**config.mk**
```make
export PLATFORM = sky130hd
export DESIGN_NAME = pixel_stream_out
export DESIGN_NICKNAME = d
export VERILOG_FILES = /design/src/rtl/pixel_stream_pkg.sv /design/src/rtl/sync_fifo.sv /design/src/rtl/pixel_stream_out.sv
export SDC_FILE = /design/constraint.sdc
export NUM_CORES = 1
export LEC_CHECK = 0
export BUFFER_PORTS_ARGS = -buffer_cell sky130_fd_sc_hd__buf_2
export CORE_MARGIN = 2
export CORE_UTILIZATION = 46
export DETAILED_ROUTE_END_ITERATION = 16
export PLACE_DENSITY = 0.75
export SYNTH_ARGS = -nofsm -noshare
export SYNTH_HDL_FRONTEND = slang
export SYNTH_HIERARCHICAL = 1
export SYNTH_SLANG_ARGS = --single-unit
```
**constraint.sdc**
```tcl
create_clock -name clock -period 3.67 [get_ports clock]
set_input_delay 0.5505 -clock clock [delete_from_list [all_inputs] [get_ports clock]]
set_output_delay 0.5505 -clock clock [all_outputs]
set_load 0.1 [all_outputs]
```
**src/rtl/pixel_stream_pkg.sv**
```systemverilog
// +------------------------------------------------------------------+
// | pixel_stream_pkg: shared types, palette and colour map.           |
// | Rev 1.0                                                           |
// +------------------------------------------------------------------+
`default_nettype none

package pixel_stream_pkg;

  typedef enum logic [0:0] {
    SYNC = 1'b0,
    RUN  = 1'b1
  } state_t;

  typedef struct packed {
    logic valid;
    logic sop;
    logic eop;
  } tag_t;

`ifdef PIXEL_STREAM_PALETTE_EN
  localparam bit c_PALETTE_EN = 1'b1;
`else
  localparam bit c_PALETTE_EN = 1'b0;
`endif

  // RGB332 ramp: black through reds/greens towards white.
  localparam logic [7:0] c_PALETTE_LUT [16] = '{
    8'h00, 8'h20, 8'h40, 8'h60, 8'h80, 8'hA0, 8'hC0, 8'hE0,
    8'hE4, 8'hE8, 8'hEC, 8'hF0, 8'hF4, 8'hF8, 8'hFC, 8'hFF
  };

  function automatic logic [7:0] map_pixel(input logic neg, input logic [3:0] nib);
    logic [7:0] px;
    if (neg)
      px = 8'h00;
    else if (c_PALETTE_EN)
      px = c_PALETTE_LUT[nib];
    else
      px = {nib, nib};
    return px;
  endfunction

endpackage

`default_nettype wire

```
**src/rtl/sync_fifo.sv**
```systemverilog
// +------------------------------------------------------------------+
// | sync_fifo: single-clock FIFO with occupancy count.                |
// | Rev 1.0                                                           |
// +------------------------------------------------------------------+
`default_nettype none

module sync_fifo #(
  parameter int WIDTH = 8,
  parameter int DEPTH = 4
) (
  input  logic                           clk,
  input  logic                           rst_n,
  input  logic                           i_push,
  input  logic [WIDTH-1:0]               i_data,
  input  logic                           i_pop,
  output logic [WIDTH-1:0]               o_data,
  output logic                           o_empty,
  output logic [$clog2(DEPTH+1)-1:0]     o_count
);

  localparam int AW = (DEPTH > 1) ? $clog2(DEPTH) : 1;
  localparam int CW = $clog2(DEPTH+1);
  localparam logic [CW-1:0] c_DEPTH = CW'(DEPTH);

  logic [WIDTH-1:0] r_mem [DEPTH];
  logic [AW-1:0]    r_wr;
  logic [AW-1:0]    r_rd;
  logic [CW-1:0]    r_count;
  logic             w_push;
  logic             w_pop;

  assign o_empty = (r_count == '0);
  assign o_count = r_count;
  assign o_data  = r_mem[r_rd];
  assign w_pop   = i_pop & ~o_empty;
  assign w_push  = i_push & ((r_count != c_DEPTH) | w_pop);

  always_ff @(posedge clk) begin
    if (w_push)
      r_mem[r_wr] <= i_data;
  end

  always_ff @(posedge clk or negedge rst_n) begin
    if (!rst_n) begin
      r_wr    <= '0;
      r_rd    <= '0;
      r_count <= '0;
    end else begin
      if (w_push) r_wr <= r_wr + 1'b1;
      if (w_pop)  r_rd <= r_rd + 1'b1;
      case ({w_push, w_pop})
        2'b10:   r_count <= r_count + 1'b1;
        2'b01:   r_count <= r_count - 1'b1;
        default: r_count <= r_count;
      endcase
    end
  end

endmodule

`default_nettype wire

```
**src/rtl/pixel_stream_out.sv**
```systemverilog
// +------------------------------------------------------------------+
// | pixel_stream_out: aligns request tags with solver data and streams|
// | 8-bit pixels to an Avalon-ST sink. Option: PIXEL_STREAM_PALETTE_EN|
// | Rev 1.0                                                           |
// +------------------------------------------------------------------+
`default_nettype none

module pixel_stream_out
  import pixel_stream_pkg::*;
#(
  parameter int RD_LATENCY = 2,
  parameter int FIFO_DEPTH = 4,
  parameter int DATA_W     = 4
) (
  input  logic              clock,
  input  logic              reset_n,
  input  logic              in_req_valid,
  input  logic              in_start,
  input  logic              in_end,
  output logic              in_req_ready,
  input  logic [DATA_W-1:0] rd_data,
  output logic              out_valid,
  input  logic              out_ready,
  output logic              out_start,
  output logic              out_end,
  output logic [7:0]        out_data,
  output logic [15:0]       frame_count,
  output logic              sop_error
);

  localparam int CW = $clog2(FIFO_DEPTH+1);
  localparam int FW = DATA_W + 2;
  localparam logic [CW:0] c_DEPTH = (CW+1)'(FIFO_DEPTH);

  tag_t          r_tags [RD_LATENCY];
  tag_t          w_emerge;
  logic [CW-1:0] r_inflight;
  logic [CW-1:0] w_count;
  logic [CW:0]   w_used;
  logic          r_ready_en;
  logic          w_accept;
  state_t        r_state;
  state_t        w_state_nxt;
  logic          w_push;
  logic          w_err_set;
  logic          r_open;
  logic          r_sop_error;
  logic [15:0]   r_frame_count;
  logic [FW-1:0] w_head;
  logic          w_empty;
  logic          w_pop;

  // Credit uses only registered state so out_ready never reaches in_req_ready.
  assign w_used       = {1'b0, w_count} + {1'b0, r_inflight};
  assign in_req_ready = r_ready_en & (w_used < c_DEPTH);
  assign w_accept     = in_req_valid & in_req_ready;
  assign w_emerge     = r_tags[RD_LATENCY-1];

  always_ff @(posedge clock or negedge reset_n) begin
    if (!reset_n) begin
      for (int i = 0; i < RD_LATENCY; i++) r_tags[i] <= '0;
      r_inflight <= '0;
      r_ready_en <= 1'b0;
    end else begin
      r_tags[0] <= '{valid: w_accept, sop: in_start, eop: in_end};
      for (int i = 1; i < RD_LATENCY; i++) r_tags[i] <= r_tags[i-1];
      r_ready_en <= 1'b1;
      case ({w_accept, w_emerge.valid})
        2'b10:   r_inflight <= r_inflight + 1'b1;
        2'b01:   r_inflight <= r_inflight - 1'b1;
        default: r_inflight <= r_inflight;
      endcase
    end
  end

  always_ff @(posedge clock or negedge reset_n) begin
    if (!reset_n) r_state <= SYNC;
    else          r_state <= w_state_nxt;
  end

  always_comb begin
    w_state_nxt = r_state;
    case (r_state)
      SYNC:    if (w_emerge.valid && w_emerge.sop) w_state_nxt = RUN;
      RUN:     w_state_nxt = RUN;
      default: w_state_nxt = SYNC;
    endcase
  end

  always_comb begin
    w_push    = 1'b0;
    w_err_set = 1'b0;
    case (r_state)
      SYNC: w_push = w_emerge.valid & w_emerge.sop;
      RUN: begin
        w_push    = w_emerge.valid;
        w_err_set = w_emerge.valid & w_emerge.sop & r_open;
      end
      default: w_push = 1'b0;
    endcase
  end

  // r_open: a frame has started and its end has not been written yet.
  always_ff @(posedge clock or negedge reset_n) begin
    if (!reset_n) begin
      r_open        <= 1'b0;
      r_sop_error   <= 1'b0;
      r_frame_count <= '0;
    end else begin
      if (w_push) begin
        if (w_emerge.eop)      r_open <= 1'b0;
        else if (w_emerge.sop) r_open <= 1'b1;
      end
      if (w_err_set) r_sop_error <= 1'b1;
      if (w_pop && w_head[FW-2]) r_frame_count <= r_frame_count + 16'd1;
    end
  end

  sync_fifo #(
    .WIDTH (FW),
    .DEPTH (FIFO_DEPTH)
  ) u_fifo (
    .clk     (clock),
    .rst_n   (reset_n),
    .i_push  (w_push),
    .i_data  ({w_emerge.sop, w_emerge.eop, rd_data}),
    .i_pop   (w_pop),
    .o_data  (w_head),
    .o_empty (w_empty),
    .o_count (w_count)
  );

  assign w_pop       = out_valid & out_ready;
  assign out_valid   = ~w_empty;
  assign out_start   = ~w_empty & w_head[FW-1];
  assign out_end     = ~w_empty & w_head[FW-2];
  assign out_data    = w_empty ? 8'h00 : map_pixel(w_head[DATA_W-1], w_head[3:0]);
  assign frame_count = r_frame_count;
  assign sop_error   = r_sop_error;

endmodule

`default_nettype wire

```
---- Word level (Yosys, flattened, before mapping) ----
Memory sizes are Yosys's and may differ from the RTL's.
Cells that the tools add are included.
storage, ports and cells
  flip-flop bits (word level) ............. 36
  bits in latches ......................... 0
  RAM bits ................................ 24
  memory bits (read-only) ................. 0
  input bits .............................. 10
  output and inout bits ................... 29
  memories kept ........................... 1
memories
  name          depth  width  rd ports  clocked after memory_dff  write ports  line             text
  u_fifo.r_mem  4      6      1         0                         1            sync_fifo.sv:25  logic [WIDTH-1:0] r_mem [DEPTH];
cells by class
  $add $sub $neg .......................... 8
  $mul .................................... 0
  divide/modulo/power cells ............... 0
  $lt $le $gt $ge ......................... 1
  eq/ne operators ......................... 5
  shifts and indexed selects .............. 0
  muxes and demuxes ....................... 12
  bitwise operators ....................... 12
  reduce and logical (&&, ||, !) cells .... 7
operator list
  cell                   count
  $add 16x1->16 const B  1
  $pmux 3 s2             2
  $and 1x1->1            9
  $mux 8                 1
  $mux 7                 1
  $add 3x1->3 const B    2
  $mux 1                 6
  $reduce_bool 2->1      3
  $sub 3x1->3 const B    2
  $add 2x1->2 const B    2
  $add 3x3->4            1
  $eq 2x1->1 const B     2
  $eq 2x2->1 const B     2
  $lt 4x3->1 const B     1
  $pmux 1 s2             2
  $logic_not 3->1        1
  $ne 3x3->1 const B     1
  $logic_and 1x1->1      2
  $not 1->1              2
  $reduce_and 2->1       1
  $or 1x1->1             1

---- Depth between registers and ports, before layout ----
Gate-level depths: netlist of run 1.
  depth in word-level cells ............... 8
  mapped depth ............................ 10
  depth with buffers taken out ............ 10

---- Cells and area by module ----
The synthesis of run 1 kept the hierarchy.
modules (own cells, without submodules)
  module            times used  cells each  area an instance (um^2)
  sync_fifo         1           84          1,373.8
  pixel_stream_out  1           109         1,316.3

---- Worst setup path after synthesis of run 1 ----
Ideal clock, no wire load.
  path type ............................... reg-to-reg
  from .................................... register u_fifo.r_count[2] (netlist: u_fifo/o_count[2])
  to ...................................... register r_inflight[2]
  library setup time ...................... 125 ps
  arrival ................................. 3,132 ps
  required time ........................... 3,545 ps
  path slack .............................. 413 ps
  cell stages (with the launch flop) ...... 11
  buffers on the path ..................... 0
  period minus slack after synthesis ...... 3,257 ps
  path through ............................ dfrtp_1 > ha_1 > or4b_1 > a31oi_2 > nand2_2 > ha_1 > inv_1 > fa_1 > xor2_1 > nor2_1 > xor2_1
between the ends
  cells in the longest elaborated chain, start to end .. 6
  elaborated cells between the ends (all ways) .. 8
  those cells by class .................... add/sub: 1; order compare: 1; eq/ne: 2; mux: 1; bitwise: 2; reduce/logical: 1
RTL lines
  item                                             line                    text
  start: declaration                               sync_fifo.sv:28         logic [CW-1:0] r_count;
  start signal: assignment                         sync_fifo.sv:52         2'b10: r_count <= r_count + 1'b1;
  start signal: assignment                         sync_fifo.sv:53         2'b01: r_count <= r_count - 1'b1;
  start signal: assignment                         sync_fifo.sv:54         default: r_count <= r_count;
  $add 3x3->4 *                                    pixel_stream_out.sv:54  assign w_used = {1'b0, w_count} + {1'b0, r_inflight};
  $lt 4x3->1 *                                     pixel_stream_out.sv:55  assign in_req_ready = r_ready_en & (w_used < c_DEPTH);
  $and 1x1->1 *                                    pixel_stream_out.sv:55
  via in_req_ready                                 pixel_stream_out.sv:20  output logic in_req_ready,
  $and 1x1->1 *                                    pixel_stream_out.sv:56  assign w_accept = in_req_valid & in_req_ready;
  $eq 2x1->1 or $eq 2x2->1 (tied branches)         pixel_stream_out.sv:68  case ({w_accept, w_emerge.valid})
  $pmux 3 s2 or $reduce_bool 2->1 (tied branches)  --
  end signal: assignment                           pixel_stream_out.sv:69  2'b10: r_inflight <= r_inflight + 1'b1;
  end signal: assignment                           pixel_stream_out.sv:70  2'b01: r_inflight <= r_inflight - 1'b1;
  end signal: assignment                           pixel_stream_out.sv:71  default: r_inflight <= r_inflight;
  end: declaration                                 pixel_stream_out.sv:37  logic [CW-1:0] r_inflight;
Mark *: on every way through the listed nets, which the timed path passes. The rest lies on a longest branch.
A chain may end at the register's enable or synchronous reset.

---- Final worst setup path of run 1 ----
  from .................................... register u_fifo.r_count[2] (netlist: u_fifo/o_count[2])
  to ...................................... output port in_req_ready
between the ends
  cells in the longest elaborated chain, start to end .. 3
RTL lines
  item              line
  $add 3x3->4       pixel_stream_out.sv:54
  $lt 4x3->1        pixel_stream_out.sv:55
  $and 1x1->1       pixel_stream_out.sv:55
  end: declaration  pixel_stream_out.sv:20
No other way between the ends.

==> results.md, run 1 <==
* First-pass GRT wire length at 7190 µm
* First-pass DRT Iterations at 4
* Detailed-route wire length at 4220 µm
* Clk slew on worst S/H paths at 70 ps
* Critical-path cell list: ha_1, or4b_1, a31oi_2, buf_2
* Final setup vio count at 0
* Mapped Avg Cell Area at 13.9 µm²
* Post-cts hold buffer count at 0
* Layout cells sized above 1 at 28.6%
* Skew final at 8.37 ps
* Ant diodes at 0
* Die area at 6480 µm²
* RSZ-0062 raised after global routing: no
* Clk Tree Root Cell: clkbuf_8
* Status: completed
* Initial antenna violation count at 0
* Boundary Pins at 39
* Critical path class: reg -> out
* DR WL/cell at 13.6 µm
* Slew Viols, Final at 0
* Number of global-route vias before repair at 1,597
* CORE AREA at 5570 µm²
* TritonCTS Buffers at 9
* CTS tree: done
* Post_cts resized at 0
* Simple-gate portion of the synthesized area at 12.1%
* Setup crit end kind: output pin
* Crit-path max FO at 8
* Largest net degree at the start of global routing at 37
* H-tree depth at 3
* Synth Warn # at 6
* GP Congestion at 0.787
* Post-synthesis compound-gate area fraction at 4.70%
* Later-pin clock latency in the skew report at 330 ps
* Tot GR Track Use at 15.0%
* Syn Inst Count at 193
* Worst path max stage delay at 500 ps
* Register area share after synthesis at 60.3%
* Final net count at 253
* Mux cell area share after synthesis at 6.23%
* Vias at 1,563
* Via/cell ratio at 5.04
* Final setup TNS at 0 ps
* Starting Density at 48.3%
* Seq. cell area at 1620 µm²
* Mapped Area at 2690 µm²
* # DRC at 0
* # rows at 27
* Final HPWL DP at 2940 µm
* Worst Tran Pin Value at 924 ps
* Synth Register Bits at 60
* Post-route clock period utilization at 77.0%
* Clock buffer depth at 2
* Final min period at 2830 ps
* Initial DRC Count at 78
* Async SR Flop Fraction at 60.0%
* Crit-path slowest cell: dfrtp_1
* Fmax at 354 MHz
* Synth Area in Adders at 5.21%
* Die W at 80.5 µm
* GRT overflow at 0
* EDFF count, synth at 24
* CP required at 3120 ps
* Most used DFF post-synth: dfrtp_1
* Setup bufs post-CTS at 0
* Worst Hold Class: in -> async
* Area occupied by multi-input gates at 972 µm²
* Area Overhead vs Synth at 16.4%
* Routed Antenna Nets at 0
* Largest family of logic cells by synthesized area: simple AND/OR/NAND/NOR gates
* Fillcell total at 458
* Die height at 80.5 µm
* Arrival @ worst endpoint at 2280 ps
* Maximum Capacitance Violations at 0
* Slew HR at 37.9%
* Crit path launch type: flop
* Clock Sinks at 60
* Xor/xnor share of the synthesized area at 7.49%
* Hold Fails Final Rpt at 0
* Port-buffer cells at 36
* Post-synthesis cell type count at 45
-- worst max-delay path, delay by kind of cell, from the launching register on --
kind | cells | cell delay (ps)
AOI/OAI and AO/OA | 1 | 220
buffers and inverters | 1 | 460
DFF | 1 | 500
adders and majority gates | 1 | 280
and+or+nand+nor | 1 | 480
-- cells in the final DEF, fill, tap and decap left out, types with 2 or more instances in the layout --
cell         n
edfxtp_1    24
and2_1       7
conb_1       3
buf_2       36
nand2_1      7
xor2_1       8
and3_1       5
nor2b_1      6
xnor2_1     15
o22ai_1      2
clkbuf_8    10
a31oi_2      2
dfrtp_1     36
a21oi_1      3
fa_1         2
nand4_1      2
nor3_1       2
ha_1         8
nor2_1       7
nand3_1      8
mux4_2       6
inv_1       10
clkinvlp_4   2
-- sequential cells by signal, indices dropped and copies added (netlist names) --
register	cells
r_state	1
r_open	1
r_inflight	3
u_fifo/r_rd	2
r_ready_en	1
u_fifo/r_wr	2
sop_error	1
u_fifo/o_count	3
frame_count	16
u_fifo/r_mem	24
r_tags	6
-- path summary, 6_finish.rpt --
check,from,end,slack (ps),cells past startpoint
worst max-delay path,u_fifo/o_count[2]$_DFFE_PN0P_,in_req_ready,840,4
worst max register to register,u_fifo/o_count[1]$_DFFE_PN0P_,u_fifo/o_count[1]$_DFFE_PN0P_,890,9
worst min register to register,r_tags[3]$_DFF_PN0_,r_tags[0]$_DFF_PN0_,350,0
max in group asynchronous,reset_n,r_tags[2]$_DFF_PN0_,2870,1
min in group clock,in_start,r_tags[4]$_DFF_PN0_,320,1
worst min-delay path,reset_n,frame_count[5]$_DFFE_PN0P_,290,1
-- stage by stage --
stage	std cells	instance area, µm²	hold slack [ps]	utilization, %	setup WS [ps]
after floorplan	194	2690	255	-	413
after global placement	294	2910	333	52.3	944
after detailed placement	294	2910	336	52.3	878
after CTS	310	3130	304	56.2	805
after global routing	310	3130	297	56.2	590
final	310	3130	291	56.2	844
-- synth_stat cells, drive strengths merged, types with 3 or more instances --
cell type	number	area [µm²]
dfrtp	36	901
edfxtp	24	721
xnor2	15	131
inv	11	41.3
buf	9	58.8
ha	8	100
nand2	8	32.5
nand3	8	40.0
xor2	8	70.1
and2	7	43.8
nor2	7	26.3
mux4	6	135
nor2b	6	37.5
and3	5	31.3
nor3	4	36.3
a21oi	3	15.0
-- logic make-up (layout without fill, tap and decap cells) --
logic type | after synthesis | after routing
compound gates | 16 | 16
xor+xnor | 23 | 23
fa+ha+maj | 10 | 10
buf+inv | 20 | 64
flops | 60 | 60
mux | 9 | 9
other cells | 2 | 3
simple gates | 53 | 53
-- area by class of cell --
| type | count | share of cell area, % |
|---|---|---|
| well taps | 72 | 2.88 |
| clock inverters | 5 | 1.80 |
| inverters | 11 | 1.32 |
| flip-flops and latches | 60 | 51.8 |
| clock buffers | 11 | 5.19 |
| multi-input cells | 114 | 31.0 |
| repair buffers | 37 | 5.99 |
-- per-layer routing --
metal	wire (µm)	vias to the layer above	GRT usage, %	part of all wire (%)
li1	-	752	-	-
met1	1980	769	19.1	47
met2	1990	35	22.7	47
met3	190	7	5.62	4.5
met4	68	0	7.29	1.6
met5	0	-	0	0
Power of run 1 is left out: the tool's default activity adds up to more than one toggle a clock period on the data nets, which glitch-free logic cannot reach.
==> run 2, diff against run 1 <==
- PLACE_DENSITY: 0.75 -> 0.78
- clock period: 3.67 -> 2.4 ns (I/O delays scaled with it)
==> run 2 against run 1 <==
Effect of this change:
- first-iteration DRC count fell by 13%
- flip-flop and latch count unchanged
- register-to-register slack worse by 790 ps
- via count up 3.5%
- global-route usage increased by 1.6 points
- cell count increased by 2.6%
==> results.md, run 2 (synthesized netlist as in run 1, its figures left out) <==
* Critical path class: reg -> out
* Cells after DPL at 300
* First-pass GRT wire length at 7910 µm
* Die area at 6480 µm²
* Most frequent cells in the layout: dfrtp_1 (33), buf_2 (29), edfxtp_1 (24), xnor2_1 (15), buf_4 (13)
* Worst Tran Pin Value at 792 ps
* Setup crit end kind: output pin
* GP Congestion at 0.749
* Final setup vio count at 0
* GRT overflow at 0
* Placed Instance Area at 3030 µm²
* Final HPWL DP at 3280 µm
* Clock Sinks at 60
* FF-to-FF End: r_inflight[2]$_DFFE_PN0P_
* H-tree depth at 3
* Boundary Pins at 39
* Detailed-route wire length at 4670 µm
* # DRC at 0
* Crit-path max FO at 4
* Worst Hold Class: in -> async
* Clk Tree Root Cell: clkbuf_8
* Via/cell ratio at 5.09
* Ant diodes at 0
* Final min period at 2340 ps
* Largest net degree at the start of global routing at 37
* CTS tree: done
* Starting Density at 48.3%
* Slew HR at 47.2%
* First-pass DRT Iterations at 5
* Post-route clock period utilization at 97.7%
* Later-pin clock latency in the skew report at 330 ps
* Initial antenna violation count at 0
* Crit path launch type: flop
* Most flop-heavy register: u_fifo/r_mem
* Tot GR Track Use at 16.7%
* DR WL/cell at 14.7 µm
* Area Overhead vs Synth at 22.6%
* Die W at 80.5 µm
* Initial DRC Count at 68
* Clock buffer depth at 2
* Worst flop-to-flop path startpoint: u_fifo/o_count[2]$_DFFE_PN0P_
* # rows at 27
* Port-buffer cells at 36
* CORE AREA at 5570 µm²
* Clk slew on worst S/H paths at 60 ps
* CP required at 2040 ps
* Skew final at 8.23 ps
* Status: completed
* Setup slack, reg-to-reg at 100 ps
* Die height at 80.5 µm
* R2R depth at 10
* Vias at 1,618
* Slew Viols, Final at 0
* Non-Filler Instances at 318
* Final net count at 261
* Post-route cell area at 3300 µm²
* Layout cells sized above 1 at 35.8%
* Final core occ at 59.1%
* Number of global-route vias before repair at 1,706
* Fmax at 427 MHz
* Maximum Capacitance Violations at 0
* Hold WS at 106 ps
* Most common cell after layout, fill and taps aside: dfrtp_1
* TritonCTS Buffers at 9
* Routed Antenna Nets at 0
* Arrival @ worst endpoint at 1980 ps
* Max reg flops at 24
* Hold Fails Final Rpt at 0
* Post-cts hold buffer count at 0
-- run 2: cell types whose count changed in the layout (fill, tap and decap cells not counted), moves of 3 or more --
cell,change
and2_1,-3
dfrtp_2,+3
buf_4,+12
and2_2,+3
dfrtp_1,-3
buf_2,-7
-- run 2: what timing repair did --
item / CTS / global route
setup buffers: 0 / 2
resized for setup: 4 / 5
endpoints found under the setup margin: 6 / 6
hold endpoints to repair: 0 / 0
pin swaps: 0 / 2
-- run 2: worst max-delay path by stage --
stage | from | end | slack [ps] | depth (start not counted)
2_1_floorplan | u_fifo/o_count[2]$_DFFE_PN0P_ | r_inflight[2]$_DFFE_PN0P_ | -430 | 10
5_1_grt | u_fifo/o_count[2]$_DFFE_PN0P_ | r_inflight[2]$_DFFE_PN0P_ | -10 | 10
4_1_cts | u_fifo/r_rd[1]$_DFFE_PN0N_ | out_data[6] | -10 | 4
3_5_place_dp | u_fifo/o_count[1]$_DFFE_PN0P_ | r_inflight[2]$_DFFE_PN0P_ | 100 | 10
3_3_place_gp | r_inflight[2]$_DFFE_PN0P_ | r_inflight[2]$_DFFE_PN0P_ | 150 | 10
6_report | u_fifo/o_count[2]$_DFFE_PN0P_ | in_req_ready | 60 | 5
-- run 2: area by class of cell --
| class | count | area [µm²] |
|---|---|---|
| timing repair buffer | 45 | 278 |
| tap | 72 | 90.1 |
| clock buffer | 11 | 131 |
| clock inverter | 5 | 100 |
| fill | 434 | 2280 |
| sequential | 60 | 1630 |
| inverter | 11 | 41.3 |
| multi-input combinational | 114 | 1030 |
-- run 2: routing by layer --
layer | global-route usage (%) | up-vias | wire length, µm | share of wire [%]
li1 | - | 769 | - | -
met1 | 20.0 | 795 | 2000 | 43
met2 | 26.9 | 41 | 2340 | 50
met3 | 4.04 | 13 | 216 | 4.6
met4 | 10.2 | 0 | 114 | 2.4
met5 | 0 | - | 0 | 0
-- run 2: worst max-delay path, stage by stage (launching register included) --
cell     delay (ps)
dfrtp_2         450
ha_4            230
or4b_4          490
a31oi_4         180
buf_4           150
buf_12          160
-- run 2: stage by stage --
| stage | setup slack [ps] | setup TNS [ps] |
|---|---|---|
| after floorplan | -430 | -1140 |
| after global placement | 149 | 0 |
| final | 56.3 | 0 |
| after global routing | -12.3 | -20.5 |
| after CTS | -13.7 | -26.5 |
| after detailed placement | 98.8 | 0 |
Power of run 2 is left out for the same reason.
